$ cat src/rtl/wb_pkg.sv
// wb_pkg: shared types, widths and helpers for the writeback scheduler.
package wb_pkg;
  localparam int DW = 16;
  localparam int AW = 3;
  localparam int NREG = 8;
  typedef struct packed {
    logic [AW-1:0] addr;
    logic [DW-1:0] data;
  } wb_entry_t;
  typedef enum logic [1:0] {EMPTY, PARTIAL, NEARFULL} fifo_state_t;
  function automatic logic [AW-1:0] dest_of(input logic [15:0] instr);
    return instr[7:5];
  endfunction
endpackage

$ cat src/rtl/wb_sched_if.sv
// wb_sched_if: lane writeback inputs, register-file write port and hazard outputs.
interface wb_sched_if #(parameter int DEPTH = 4, parameter int DW = 16, parameter int AW = 3);
  logic                     lane0_valid, lane0_isld;
  logic [15:0]              lane0_instr;
  logic [DW-1:0]            lane0_ldresult, lane0_aluresult;
  logic                     lane1_valid, lane1_isld;
  logic [15:0]              lane1_instr;
  logic [DW-1:0]            lane1_ldresult, lane1_aluresult;
  logic                     in_ready;
  logic                     wr_en;
  logic [AW-1:0]            wr_addr;
  logic [DW-1:0]            wr_data;
  logic                     wr_ready;
  logic [7:0]               pending;
  logic [$clog2(DEPTH):0]   count;
  modport slave (
    input  lane0_valid, lane0_isld, lane0_instr, lane0_ldresult, lane0_aluresult,
    input  lane1_valid, lane1_isld, lane1_instr, lane1_ldresult, lane1_aluresult,
    input  wr_ready,
    output in_ready, wr_en, wr_addr, wr_data, pending, count
  );
  modport master (
    output lane0_valid, lane0_isld, lane0_instr, lane0_ldresult, lane0_aluresult,
    output lane1_valid, lane1_isld, lane1_instr, lane1_ldresult, lane1_aluresult,
    output wr_ready,
    input  in_ready, wr_en, wr_addr, wr_data, pending, count
  );
endinterface

$ cat src/rtl/wb_fifo.sv
// wb_fifo: 2-push/1-pop circular FIFO of writeback entries.
module wb_fifo import wb_pkg::*; #(
  parameter int DEPTH = 4,
  localparam int PW = $clog2(DEPTH),
  localparam int CW = PW + 1
) (
  input  logic                    clk,
  input  logic                    rst_n,
  input  logic [1:0]              push_cnt,
  input  wb_entry_t               push0,
  input  wb_entry_t               push1,
  input  logic                    pop,
  output wb_entry_t               head,
  output logic [CW-1:0]           count,
  output logic [DEPTH-1:0]        valid,
  output wb_entry_t [DEPTH-1:0]   entries
);
  wb_entry_t [DEPTH-1:0] mem_q, mem_d;
  logic [PW-1:0] wr_ptr_q, wr_ptr_d, rd_ptr_q, rd_ptr_d;
  logic [CW-1:0] count_q, count_d;
  always_comb begin
    mem_d = mem_q;
    if (push_cnt != 2'd0) mem_d[wr_ptr_q] = push0;
    if (push_cnt == 2'd2) mem_d[wr_ptr_q + PW'(1)] = push1;
    wr_ptr_d = wr_ptr_q + PW'(push_cnt);
    rd_ptr_d = rd_ptr_q + PW'(pop);
    count_d = count_q + CW'(push_cnt) - CW'(pop);
  end
  always_ff @(posedge clk or negedge rst_n) begin
    if (!rst_n) begin
      mem_q <= '0;
      wr_ptr_q <= '0;
      rd_ptr_q <= '0;
      count_q <= '0;
    end else begin
      mem_q <= mem_d;
      wr_ptr_q <= wr_ptr_d;
      rd_ptr_q <= rd_ptr_d;
      count_q <= count_d;
    end
  end
  // slot i is live when its distance from the read pointer is below count
  always_comb begin
    valid = '0;
    for (int i = 0; i < DEPTH; i++) valid[i] = {1'b0, PW'(i) - rd_ptr_q} < count_q;
  end
  assign head = mem_q[rd_ptr_q];
  assign count = count_q;
  assign entries = mem_q;
endmodule

$ cat src/rtl/wb_sched.sv
// wb_sched: merges two lanes' writebacks into one in-order register-file write port.
module wb_sched import wb_pkg::*; #(
  parameter int DEPTH = 4,
  parameter int DW = wb_pkg::DW,
  parameter int AW = wb_pkg::AW
) (
  input logic      clk,
  input logic      rst_n,
  wb_sched_if.slave bus
);
  localparam int CW = $clog2(DEPTH) + 1;
  logic [AW-1:0] a0, a1;
  logic [DW-1:0] d0, d1;
  wb_entry_t e0, e1, push0, head;
  wb_entry_t [DEPTH-1:0] entries;
  logic [DEPTH-1:0] valid;
  logic [CW-1:0] count;
  logic [1:0] push_cnt;
  logic same, pop;
  fifo_state_t state;
  always_comb begin
    a0 = dest_of(bus.lane0_instr);
    a1 = dest_of(bus.lane1_instr);
    d0 = bus.lane0_isld ? bus.lane0_ldresult : bus.lane0_aluresult;
    d1 = bus.lane1_isld ? bus.lane1_ldresult : bus.lane1_aluresult;
    e0 = '{addr: a0, data: d0};
    e1 = '{addr: a1, data: d1};
    state = (count == '0) ? EMPTY : (CW'(DEPTH) - count < CW'(2)) ? NEARFULL : PARTIAL;
    bus.in_ready = state != NEARFULL;
    // younger lane wins a same-register collision, so lane0's write is dropped
    same = bus.lane0_valid & bus.lane1_valid & (a0 == a1);
    push_cnt = !bus.in_ready ? 2'd0 :
               (bus.lane0_valid & bus.lane1_valid & !same) ? 2'd2 :
               (bus.lane0_valid | bus.lane1_valid) ? 2'd1 : 2'd0;
    push0 = (bus.lane0_valid & !same) ? e0 : e1;
    bus.wr_en = state != EMPTY;
    pop = bus.wr_en & bus.wr_ready;
    bus.wr_addr = bus.wr_en ? head.addr : '0;
    bus.wr_data = bus.wr_en ? head.data : '0;
    bus.count = count;
    bus.pending = '0;
    for (int i = 0; i < DEPTH; i++) if (valid[i]) bus.pending[entries[i].addr] = 1'b1;
  end
  wb_fifo #(.DEPTH(DEPTH)) u_fifo (
    .clk(clk), .rst_n(rst_n), .push_cnt(push_cnt), .push0(push0), .push1(e1),
    .pop(pop), .head(head), .count(count), .valid(valid), .entries(entries)
  );
endmodule
$ cat src/flat_wrapper.sv
// flat-port wrapper written by rule: the top's interface ports become plain ports
module wb_sched_flat import wb_pkg::*;
#(
  parameter int DEPTH = 4,
  parameter int DW = wb_pkg::DW,
  parameter int AW = wb_pkg::AW
)
  (clk, rst_n, bus_lane0_valid, bus_lane0_isld, bus_lane0_instr, bus_lane0_ldresult, bus_lane0_aluresult, bus_lane1_valid, bus_lane1_isld, bus_lane1_instr, bus_lane1_ldresult, bus_lane1_aluresult, bus_wr_ready, bus_in_ready, bus_wr_en, bus_wr_addr, bus_wr_data, bus_pending, bus_count);
  wb_sched_if #(.DEPTH(DEPTH), .DW(DW), .AW(AW)) bus_i ();
  input logic clk;
  input logic rst_n;
  input wire logic [$bits(bus_i.lane0_valid)-1:0] bus_lane0_valid;
  input wire logic [$bits(bus_i.lane0_isld)-1:0] bus_lane0_isld;
  input wire logic [$bits(bus_i.lane0_instr)-1:0] bus_lane0_instr;
  input wire logic [$bits(bus_i.lane0_ldresult)-1:0] bus_lane0_ldresult;
  input wire logic [$bits(bus_i.lane0_aluresult)-1:0] bus_lane0_aluresult;
  input wire logic [$bits(bus_i.lane1_valid)-1:0] bus_lane1_valid;
  input wire logic [$bits(bus_i.lane1_isld)-1:0] bus_lane1_isld;
  input wire logic [$bits(bus_i.lane1_instr)-1:0] bus_lane1_instr;
  input wire logic [$bits(bus_i.lane1_ldresult)-1:0] bus_lane1_ldresult;
  input wire logic [$bits(bus_i.lane1_aluresult)-1:0] bus_lane1_aluresult;
  input wire logic [$bits(bus_i.wr_ready)-1:0] bus_wr_ready;
  output wire logic [$bits(bus_i.in_ready)-1:0] bus_in_ready;
  output wire logic [$bits(bus_i.wr_en)-1:0] bus_wr_en;
  output wire logic [$bits(bus_i.wr_addr)-1:0] bus_wr_addr;
  output wire logic [$bits(bus_i.wr_data)-1:0] bus_wr_data;
  output wire logic [$bits(bus_i.pending)-1:0] bus_pending;
  output wire logic [$bits(bus_i.count)-1:0] bus_count;
  assign bus_i.lane0_valid = bus_lane0_valid;
  assign bus_i.lane0_isld = bus_lane0_isld;
  assign bus_i.lane0_instr = bus_lane0_instr;
  assign bus_i.lane0_ldresult = bus_lane0_ldresult;
  assign bus_i.lane0_aluresult = bus_lane0_aluresult;
  assign bus_i.lane1_valid = bus_lane1_valid;
  assign bus_i.lane1_isld = bus_lane1_isld;
  assign bus_i.lane1_instr = bus_lane1_instr;
  assign bus_i.lane1_ldresult = bus_lane1_ldresult;
  assign bus_i.lane1_aluresult = bus_lane1_aluresult;
  assign bus_i.wr_ready = bus_wr_ready;
  assign bus_in_ready = bus_i.in_ready;
  assign bus_wr_en = bus_i.wr_en;
  assign bus_wr_addr = bus_i.wr_addr;
  assign bus_wr_data = bus_i.wr_data;
  assign bus_pending = bus_i.pending;
  assign bus_count = bus_i.count;
  wb_sched #(.DEPTH(DEPTH), .DW(DW), .AW(AW)) u_core (.clk(clk), .rst_n(rst_n), .bus(bus_i));
endmodule
$ cat config.mk
export PLATFORM = sky130hd
export DESIGN_NAME = wb_sched_flat
export DESIGN_NICKNAME = d
export VERILOG_FILES = /design/src/rtl/wb_pkg.sv /design/src/rtl/wb_sched_if.sv /design/src/rtl/wb_fifo.sv /design/src/rtl/wb_sched.sv /design/src/flat_wrapper.sv
export SDC_FILE = /design/constraint.sdc
export NUM_CORES = 1
export LEC_CHECK = 0
export CORE_AREA = 2 2 140 142
export DETAILED_ROUTE_END_ITERATION = 8
export DIE_AREA = 0 0 142 144
export SYNTH_ARGS = -nofsm -noshare
export SYNTH_HDL_FRONTEND = slang
export SYNTH_SLANG_ARGS = --single-unit
$ cat constraint.sdc
create_clock -name clk -period 3.2 [get_ports clk]
set_input_delay 0.64 -clock clk [delete_from_list [all_inputs] [get_ports clk]]
set_output_delay 0.64 -clock clk [all_outputs]
set_load 0.005 [all_outputs]
== After elaboration in Yosys (flattened, before gate mapping) ==
Index checks and enable logic that the tools add are counted.
Storage, ports and cells
  bits in registers: 83
  output and inout port bits: 32
  logic and storage cells: 93
  input bits: 103
Cells by class
  add/subtract/negate cells: 10
  reduce and logical (&&, ||, !) cells: 10
  bitwise logic cells: 9
  multiplexer cells: 32
  equal/unequal tests: 3
  order comparisons: 18
Operators with widths (number)
  $bwmux 76: 2
  $mux 76: 2
  $demux 19 s2: 2
  $mux 19: 4
  $mux 16: 3
  $bmux 19 s2: 1
  $mux 8: 4
  $or 8x8->8: 3
  $lt 3x4->1 const B: 4
  $demux 1 s3: 4
  $ge 3x1->1 const B: 4
  $lt 2x3->1: 4
  $lt 2x3->1 const B: 3
  $mux 2: 4
  $logic_and 1x1->1: 6
  $and 1x1->1: 5
  $mux 1: 5
  $ge 2x1->1 const B: 2
  $reduce_bool 2->1: 2
  $sub 1x2->2 const A: 2
  $sub 2x2->2 const A: 2
  $add 3x2->3: 1
  $eq 3x3->1: 1
  $logic_not 3->1: 1
  other kinds (11): 11

== Longest topological paths before layout ==
  depth in word-level cells: 11
  gate-level depth with buffers: 14
  mapped depth without buffers: 14

== By module ==
Synthesis repeated with hierarchy kept, for this count alone.
Second synthesis, totals
  cells, all modules: 618
  area total of the unflattened synthesis: 5800.6 um^2
By module, submodules not included
  wb_fifo: cells an instance 481, sequential area each 2077.0 um^2, area an instance 4615.7 um^2, instances 1
  wb_sched: cells an instance 137, sequential area each 0.0 um^2, area an instance 1184.9 um^2, instances 1

== Worst setup path after synthesis ==
OpenSTA, ideal clock, no wires.
  path type: register to register
  start: reg u_core.u_fifo.count_q[0], in the netlist u_core.u_fifo.count[0]
  end: reg u_core.u_fifo.count_q[2], in the netlist u_core.u_fifo.count[2]
  path buffers: 0
  stages on the path, launching flop included: 15
  setup slack: 0.358 ns
  arrival: 2.720 ns
  clock period less this slack: 2.842 ns
  required time: 3.077 ns
  setup time: 0.123 ns
  cell sequence: dfrtp_1 inv_1 ha_1 ha_1 nor3b_2 inv_1 o21ai_2 a31o_2 ha_1 inv_1 ha_1 inv_1 fa_1 xor2_1 xnor2_1
On the way
  longest elaborated chain between the ends: 8
  elaborated cells on any way between the ends: 11
  those cells by class: 3 x add/sub; 1 x order compare; 1 x eq/ne; 3 x mux; 1 x bitwise; 2 x reduce/logical
Ends and longest elaborated chain
  from (decl): RTL line wb_fifo.sv:20  | logic [CW-1:0] count_q, count_d;
  from (signal assigned): RTL line wb_fifo.sv:39  | count_q <= count_d;
  $sub 3x3->3: RTL line wb_sched.sv:28  | state = (count == '0) ? EMPTY : (CW'(DEPTH) - count < CW'(2)) ? NEARFULL : PARTIAL;
  $lt 3x2->1: RTL line wb_sched.sv:28
  $mux 2: RTL line wb_sched.sv:28
  $mux 2 *: RTL line wb_sched.sv:28
  $ne 2x2->1 *: RTL line wb_sched.sv:29  | bus.in_ready = state != NEARFULL;
  net bus_in_ready: RTL line flat_wrapper.sv:23  | output wire logic [$bits(bus_i.in_ready)-1:0] bus_in_ready;
  $mux 2 *: RTL line wb_sched.sv:32  | push_cnt = !bus.in_ready ? 2'd0 :
  $add 3x2->3 *: RTL line wb_fifo.sv:27  | count_d = count_q + CW'(push_cnt) - CW'(pop);
  $sub 3x1->3 *: RTL line wb_fifo.sv:27
  net u_core.u_fifo.count_d[2]: RTL line wb_fifo.sv:20
Mark *: on every way through the listed nets, which the timed path passes. The rest lies on a longest branch.

== Worst setup path after layout ==
  start: reg u_core.u_fifo.rd_ptr_q[1]
  end: out bus_pending[2]
On the way
  longest elaborated chain between the ends: 9
  elaborated cells on any way between the ends: 15
  those cells by class: 4 x add/sub; 4 x order compare; 4 x mux; 3 x bitwise
Ends and longest elaborated chain
  from (decl): RTL line wb_fifo.sv:19  | logic [PW-1:0] wr_ptr_q, wr_ptr_d, rd_ptr_q, rd_ptr_d;
  from (signal assigned): RTL line wb_fifo.sv:38  | rd_ptr_q <= rd_ptr_d;
  $sub 1x2->2: RTL line wb_fifo.sv:45  | for (int i = 0; i < DEPTH; i++) valid[i] = {1'b0, PW'(i) - rd_ptr_q} < count_q;
  $lt 2x3->1: RTL line wb_fifo.sv:45
  $mux 8: RTL line wb_sched.sv:42  | for (int i = 0; i < DEPTH; i++) if (valid[i]) bus.pending[entries[i].addr] = 1'b1;
  $or 8x8->8 (no source line)
  $mux 8: RTL line wb_sched.sv:42
  $or 8x8->8 (no source line)
  $mux 8: RTL line wb_sched.sv:42
  $or 8x8->8 (no source line)
  $mux 8 *: RTL line wb_sched.sv:42
  to (decl): RTL line flat_wrapper.sv:27  | output wire logic [$bits(bus_i.pending)-1:0] bus_pending;
Every way passes the cells marked *; elsewhere a longest branch is shown, timed or not.

==> results by group <==
CTS
  – Clock latency on the worst-skew pair: 0.34 ns
  – Root Buffer: clkbuf_16
  – Clock Tree Buf Depth: 2
  – Hold buffers post-CTS: 0
  – Clk pin slew, worst setup/hold paths: 0.06 ns
  – Clk sinks: 83
  – TritonCTS clock tree: built
  – CTS H-tree depth: 3
  – CTS Buf Count: 9

Setup path
  – CP top delay family: compound AO/OA/AOI/OAI gates
  – Worst Path Arrival: 2.51 ns
  – Buffer and inverter count on the worst path: 2
  – Slowest stage delay, CP: about 0.5 ns
  – Worst setup EP type: output pin
  – Critical Path Source Type: flip-flop
  – Crit-path cells: xor2_2 -> inv_1 -> ha_1 -> a21oi_2 -> o21bai_2 -> o32ai_1 -> a221o_1 -> clkdlybuf4s50_1
  – Worst setup path category: reg -> out
  – Worst Path Required: between 2 and 3 ns
  – Slowest cell on crit path: clkdlybuf4s50_1
  – Reg2reg setup slack: 0.31 ns
  – Worst Path Max Fanout: 4

GRT
  – Met2 track demand over resource: 0.2904
  – Met3 Use GR: 0.02020
  – Global-route usage over all layers: 0.1735
  – Total gr overflow: 0
  – Vias in the first global route: 5010
  – Most used routing layer: met2
  – Pin count of the biggest net entering global routing: 53
  – Initial antenna violation count: 0
  – First-pass GRT wire length: 27.45 mm
  – M1 GR Usage: 0.2384

Drt
  – Remaining routing DRC violations: 0
  – WL/cell: 17.56 um
  – Final wirelength: 17.33 mm
  – 1st-pass router iterations: 5
  – Antenna viol nets, final: 0
  – Via-per-instance ratio: around 5.2
  – Starting DRT DRC Count: around 400
  – Routed via count: 5115

Worst hold path
  – Hold Crit Class: in -> async

Logic synthesis
  – Post-synthesis xor/xnor area fraction: 0.01412
  – Synth Register Bits: slightly above 80
  – Post-synth EDFFs: 0
  – Post-Synthesis Cell Area: around 5600 um2
  – Post-Synth Simple-Gate Area: 0.2192
  – Main synth FF type: dfrtp_1
  – Synth cell types: 48
  – YS warnings: 0
  – Adder-cell share of the synthesized area: 0.03048
  – Syn Nets: 739
  – Largest family of logic cells by synthesized area: simple AND/OR/NAND/NOR gates
  – Post-synthesis compound-gate area fraction: 0.1419
  – Mux cell area share after synthesis: 0.1829
  – Mapped Cells: around 620
  – Avg Cell Area, Syn: about 9 um2
  – Async set-reset flop share out of synthesis: 1.000
  – Seq/Total Area, Yosys: 0.3720

Power
  – Clock power frac: 0.139
  – Switching part of the total power: 0.3915
  – Comb pwr share: 0.599
  – Share of power burned in registers: 0.262
  – Peak supply drop: 309.1 uV
  – Leak: ~3.2 nW
  – PwrDens: 1033 nW/um2
  – Sw power: 3.024 mW
  – Pint: between 4 and 5 mW
  – Total chip power: between 7 and 8 mW

Timing
  – Clk_skew: approximately 0.0047 ns
  – Final Cycle Share: 0.9834
  – Final Hold Fails: 0
  – Final Hold Slack: roughly 0.36 ns
  – F_max: approximately 0.32 GHz
  – Final Max Tran Viols: 0
  – Setup violators final: 0
  – Worst-Margin Slew: approximately 0.71 ns
  – Slew HR: 0.5296
  – RSZ-0062 raised after global routing: true
  – Worst setup margin: 0.05312 ns
  – Final Critical Period: approximately 3.1 ns
  – Sum Neg Setup Slack: 0 ns

Finish
  – Most common cell after layout, fill and taps aside: nand2_1
  – ANT cells: 0
  – Finished Layout Cells: between 900 and 1000
  – P&R area growth vs syn: 33.98%
  – Share of post-route cells with drive strength above 1: 0.1949
  – Most frequent cells in the layout: nand2_1, clkdlybuf4s50_1, dfrtp_1
  – Nets: 860

Floorplanning
  – Chip height: approximately 140 um
  – Die area: ~20000 um2
  – # IOs: between 100 and 150
  – Initial cell density of the core: 0.2926
  – Row count: 51
  – Total core area: 19080 um2
  – Die W: between 100 and 150 um

Placement
  – Number of port buffers: approximately 110
  – Post-placement setup slack: around 0.019 ns
  – Gpl congestion: between 0.8 and 0.9
  – Final HPWL DP: roughly 13 mm
  – Placed cell count: 971

Run status
  – Status: completed

Run
  – Max Cap Viol: 0
metal layers:
layer  vias to the layer above  routed length (um)
met5                         -                   0
met4                         0                 246
met3                        21                 884
met2                       190                8497
met1                      2465                7702
li1                       2439                   -
sequential cells by signal, summed over array words and instances, names as in the netlist:
name,count
u_core.u_fifo.rd_ptr_q,2
u_core.u_fifo.wr_ptr_q,2
u_core.u_fifo.count,3
u_core.u_fifo.entries,76
synthesized netlist by cell type, types with 2 or more instances:
cell / instances / share of area
o32ai_1: 3 / 0.0047
and3_1: 2 / 0.0022
mux2_4: 14 / 0.038
a32oi_1: 2 / 0.0031
xnor2_1: 5 / 0.0078
and2_1: 21 / 0.024
nand4_1: 2 / 0.0022
clkbuf_1: 26 / 0.017
o221a_2: 8 / 0.016
and2b_1: 2 / 0.0027
nor2b_1: 6 / 0.0067
mux2_2: 34 / 0.069
a21oi_1: 4 / 0.0036
a22o_1: 3 / 0.0047
a311o_1: 2 / 0.0036
buf_4: 2 / 0.0027
a221o_1: 2 / 0.0036
buf_2: 8 / 0.0072
nand2b_1: 9 / 0.010
nor3_1: 3 / 0.0027
o21ai_0: 11 / 0.0099
nor2_1: 76 / 0.051
a31oi_1: 64 / 0.072
o21a_1: 4 / 0.0054
nand2_1: 154 / 0.10
mux4_2: 19 / 0.077
dfrtp_1: 83 / 0.37
or4_1: 2 / 0.0027
ha_1: 12 / 0.027
o211ai_1: 2 / 0.0027
xor2_1: 4 / 0.0063
inv_1: 14 / 0.0094
or3_1: 5 / 0.0056
power by group through the flow:
stage / sequential [mW] / clock (mW) / combinational [mW]
3_3_place_gp: 2.00 / 0 / 4.52
6_report: 2.02 / 1.07 / 4.63
4_1_cts: 2.00 / 1.08 / 4.60
2_1_floorplan: 1.89 / 0 / 2.77
3_5_place_dp: 2.01 / 0 / 4.58
5_1_grt: 2.09 / 1.13 / 5.12
timing repair:
| action | 4_1_cts | 5_1_grt |
|---|---|---|
| endpoints found under the setup margin | 3 | 8 |
| endpoints found under the hold margin | 0 | 0 |
| gates resized for setup | 6 | 12 |
| setup buffers | 0 | 0 |
worst paths after layout:
check | start | end | cells past startpoint
max in group asynchronous | rst_n | u_core.u_fifo.entries[3]$_DFF_PN0_ | 2
min | rst_n | u_core.u_fifo.entries[14]$_DFF_PN0_ | 1
max reg2reg | u_core.u_fifo.count[1]$_DFF_PN0_ | u_core.u_fifo.count[2]$_DFF_PN0_ | 14
min reg2reg | u_core.u_fifo.entries[43]$_DFF_PN0_ | u_core.u_fifo.entries[43]$_DFF_PN0_ | 2
min in group clk | u_core.u_fifo.entries[43]$_DFF_PN0_ | u_core.u_fifo.entries[43]$_DFF_PN0_ | 2
max | u_core.u_fifo.rd_ptr_q[1]$_DFF_PN0_ | bus_pending[2] | 8
area by class of cell:
cell class	count	area [um2]
fill	1895	11600
tap	238	297.8
clock buffer	10	239.0
multi-input combinational	488	3333
inverter	14	52.55
timing repair buffer	148	1415
sequential	83	2078
clock inverter	6	63.81
cells by family (layout without fill, tap and decap cells):
logic type,Yosys count,count (layout)
compound gates,113,113
xor+xnor,9,9
fa+ha+maj,13,13
buf+inv,52,178
flops,83,83
mux,67,67
simple gates,286,286
metrics by stage:
step                      area, um2    util
after floorplan                5583       -
after global placement         7128  0.3736
after detailed placement       7128  0.3736
after CTS                      7433  0.3896
after global routing           7480  0.3920
final                          7480  0.3920
worst register-to-register path: stages, from the launching register on:
cell	delay (ns)
dfrtp_1	0.36
inv_2	0.07
ha_1	0.20
ha_1	0.26
nor3b_2	0.41
inv_1	0.16
o21ai_2	0.10
a31o_2	0.13
ha_1	0.22
inv_1	0.06
ha_1	0.13
inv_1	0.04
fa_1	0.37
xor2_1	0.16
xnor2_1	0.12
Power figures use the tool's default switching activity.
==> RTL change 1 (same flow settings) <==
Reset style: synchronous (`rst_n`), changed in one clocked block.
--- a/src/rtl/wb_fifo.sv
+++ b/src/rtl/wb_fifo.sv
@@ -28,3 +28,3 @@
   end
-  always_ff @(posedge clk or negedge rst_n) begin
+  always_ff @(posedge clk) begin
     if (!rst_n) begin
Function: differs if rst_n is asserted again (counterexample within 4 cycles, from zero or initial values and one cycle with rst_n low); with rst_n held inactive, the same outputs for 4 cycles.
==> RTL change 1 against the original RTL <==
- power shrank 18%
- count of clock-buffer cells in the layout up 1
- largest power group unchanged
- wire length up 28%
- sequential power decreased by 20%
- sequential cell count stayed put
- final area is 10% higher
- critical path depth down 1
- setup slack improved by 0.12 ns
- via count grew 30%
- synthesized area rose by 16%
- largest cell class unchanged
- first-iteration DRC count rose by 60%
- combinational power decreased by 24%
==> RTL change 1: results <==
set metrics [dict create \
    outcome "complete, no violations" \
    synth_cell_types 50 \
    p_int_uw 3620 \
    arrival_ns 2.39 \
    whs_ns 0.507 \
    area_delta_synth_final_pct 27.5 \
    grt_first_pass_wirelength_mm 34.7 \
    routedWlPerCell_um 20.5 \
    pre_cts_ws_ns 0.00820 \
    synth_flop_cell "dfxtp_1" \
    syn_nets 868 \
    stdcell_count 1087 \
    nClkBuffers 11 \
    fill_cells 1867 \
    grt_pass1_vias 6301 \
    gp_congestion 0.817 \
    fin_skew_ns 0.00797 \
    multi_input_gates 573 \
    seq_share_pct 20.1 \
    path_delay_family "buffers and inverters" \
    worst_ir_drop_vdd_v 0.000375 \
    r2r_end "u_core.u_fifo.count[2]" \
    avgSynthCellArea_um2 8.62 \
    critPathMaxFanout 19 \
    critical_path.max_stage_delay_ns 0.54 \
    synthMuxAreaShare_pct 12.3 \
    reg2reg_from "u_core.u_fifo.count[1]" \
    synth_xor_area_share_pct 1.43 \
    p_leak_uw 0.00260 \
    synth_area_leaders "dfxtp_1, o31ai_1, nand3_1" \
    r2r_setup_slack_ns 0.28 \
    layout-drive-gt1-share_pct 16.6 \
]
RTL change 1: cell count changes after synthesis, sizes merged, moves of 61 or more:
cell	before	now
dfrtp	83	0
o31ai	0	65
nand2	154	76
nor2	76	12
a41oi	1	64
a31oi	64	3
dfxtp	0	83
nand3	1	86
RTL change 1: how the worst max path moves through the flow:
stage	from	to
after global routing	u_core.u_fifo.rd_ptr_q[1]	bus_pending[5]
after global placement	bus_lane1_instr[5]	u_core.u_fifo.count[2]
after floorplan	u_core.u_fifo.count[2]	u_core.u_fifo.count[2]
after CTS	u_core.u_fifo.rd_ptr_q[1]	bus_pending[5]
final	u_core.u_fifo.count[1]	bus_in_ready
after detailed placement	bus_lane1_instr[5]	u_core.u_fifo.count[2]
RTL change 1: per-layer routing:
metal	GRT usage, %	wire [um]	vias up
li1	-	-	3122
met5	0	0	-
met1	28.8	9710	3243
met3	2.78	1460	37
met2	35.9	10600	262
met4	8.68	461	0
==> RTL change 2 (same settings) <==
Made on the original files. `DW` is set to 16 in 2 places; all go to 20.
--- a/src/rtl/wb_pkg.sv
+++ b/src/rtl/wb_pkg.sv
@@ -2,3 +2,3 @@
 package wb_pkg;
-  localparam int DW = 16;
+  localparam int DW = 20;
   localparam int AW = 3;
--- a/src/rtl/wb_sched_if.sv
+++ b/src/rtl/wb_sched_if.sv
@@ -1,3 +1,3 @@
 // wb_sched_if: lane writeback inputs, register-file write port and hazard outputs.
-interface wb_sched_if #(parameter int DEPTH = 4, parameter int DW = 16, parameter int AW = 3);
+interface wb_sched_if #(parameter int DEPTH = 4, parameter int DW = 20, parameter int AW = 3);
   logic                     lane0_valid, lane0_isld;
Interface: changed (5 resized); port bits go from 135 to 155. The function was not compared with the original's and may differ.
==> RTL change 2 against the original RTL <==
- wire length grew 47%
- cell count grew 14%
- count of clock-buffer cells in the layout grew 1
- synthesized area grew 27%
- sequential cell count grew 16
- utilization grew 8.3 points
- final area grew 21%
- power grew 18%
- non-clock buffer count grew 37
- sequential power grew 20%
- largest cell class unchanged
- setup slack gained 0.065 ns
- hold slack lost 0.034 ns
==> RTL change 2: results <==
set metrics [dict create \
    synth_common_cells "nand2_1, dfrtp_1, nor3_1, a31oi_1, o221ai_1" \
    port_buffers 128 \
    gp_congestion 0.840 \
    drtPass1Iterations 5 \
    antenna_cells 0 \
    routedWlPerCell_um 22.6 \
    clk_latency_ns 0.35 \
    grt_first_pass_wirelength_mm 39.2 \
    via_per_inst 6.39 \
    hp-class "input pin to async pin" \
    fin_skew_ns 0.00414 \
    clock-root-buffer "clkbuf_16" \
    critPathMaxFanout 3 \
    crit_start "u_core.u_fifo.rd_ptr_q[0]" \
    synth_flop_cell "dfrtp_1" \
    grt_use_total_pct 25.0 \
    yosysWarnings 0 \
    grt_pass1_vias 6907 \
    synth_area_leaders "dfrtp_1, o221ai_1, mux4_2" \
    slowest_stage "clkdlybuf4s50_1" \
    fin_nets 1015 \
    critical_path.max_stage_delay_ns 0.53 \
    outcome "complete, no violations" \
    arrival_ns 2.44 \
    largest_register_ffs 92 \
    syn_nets 905 \
    synth_cell_types 46 \
    drtIter0Drc 858 \
    reg2reg_from "u_core.u_fifo.count[1]" \
    htreeDepth 3 \
    clk_pin_slew_ns 0.07 \
    fill_cells 1799 \
    grt_max_degree 52 \
    seq_area_frac_synth_pct 35.0 \
    tightest_slew_ns 0.772 \
    ys_async_sr_fraction_pct 100 \
    post_cts_buffers 0 \
    cts_buffers 9 \
    worst_ir_drop_vdd_v 0.000393 \
    antenna_found_initial 0 \
    dpl.hpwl_mm 16.6 \
    p_leak_uw 0.00355 \
    cts_buffer_depth 2 \
    layout-drive-gt1-share_pct 14.2 \
]
## RTL change 2: cell types whose count changed in the layout (fill, tap and decap cells not counted), sizes merged, moves of 8 or more
cell	delta
buf	+17
mux2i	+20
o221a	-8
nor3	+79
dfrtp	+16
clkdlybuf4s50	+23
nand2	-50
nor2	-70
nand3	+12
o221ai	+80
mux2	-24
a31oi	+16
o2111ai	+8
o21ai	-8
## RTL change 2: worst paths after layout
path                       cells after the start                         to  slack [ns]
hold / removal                                 1  u_core.u_fifo.entries[72]        0.32
min in group clk                               2  u_core.u_fifo.entries[31]        0.55
max in group asynchronous                      2  u_core.u_fifo.entries[41]        2.15
setup reg to reg                               9  u_core.u_fifo.entries[75]        0.43
setup / recovery                               7             bus_pending[2]        0.12
hold reg to reg                                2  u_core.u_fifo.entries[31]        0.55
## RTL change 2: cell type report
class	instances	area [um^2]	share of cell area (%)
multi-input combinational	570	4170	46.0
sequential	99	2480	27.4
timing repair buffer	185	1760	19.4
tap	238	298	3.29
clock buffer	11	233	2.57
inverter	18	67.6	0.746
clock inverter	5	53.8	0.594
## RTL change 2: cells by family after synthesis
| logic type | count (synthesis) | synth area share, % |
|---|---|---|
| xor+xnor | 9 | 1.11 |
| fa+ha+maj | 13 | 2.40 |
| simple gates | 269 | 18.7 |
| mux | 67 | 14.0 |
| buf+inv | 104 | 6.21 |
| compound gates | 212 | 22.6 |
| flops | 99 | 35.0 |
## RTL change 2: power by group
| part | switching (uW) | internal [uW] |
|---|---|---|
| clock network | 490 | 605 |
| registers | 494 | 1930 |
| logic | 2740 | 2880 |
## RTL change 2: what timing repair did
action                                  CTS  global route
endpoints found under the setup margin    0             8
resized for setup                         0             2
hold buffers                              0             0
## RTL change 2: critical path: cells and delay by family, from the launching register on
family / cells / cell delay [ns]
fa+ha+maj: 1 / 0.28
buf+inv: 2 / 0.60
xor+xnor: 1 / 0.20
flops: 1 / 0.43
compound gates: 3 / 0.58
## RTL change 2: stage by stage
| step | instances | setup TNS [ns] | setup WS (ns) | cell area [um^2] | util [%] |
|---|---|---|---|---|---|
| 2_1_floorplan | 773 | 0 | 0.280 | 7080 | - |
| 3_3_place_gp | 1110 | 0 | 0.0425 | 8770 | 46.0 |
| 3_5_place_dp | 1110 | 0 | 0.0429 | 8770 | 46.0 |
| 4_1_cts | 1126 | 0 | 0.0158 | 9050 | 47.5 |
| 5_1_grt | 1126 | -0.0692 | -0.0239 | 9060 | 47.5 |
| 6_report | 1126 | 0 | 0.118 | 9060 | 47.5 |
## RTL change 2: layer usage
| metal | part of all wire [%] | track usage [%] | up-vias |
|---|---|---|---|
| met1 | 42 | 33.8 | 3510 |
| met5 | 0 | 0 | - |
| met3 | 7.5 | 3.21 | 61 |
| li1 | - | - | 3245 |
| met2 | 48 | 40.2 | 380 |
| met4 | 3.1 | 11.2 | 0 |
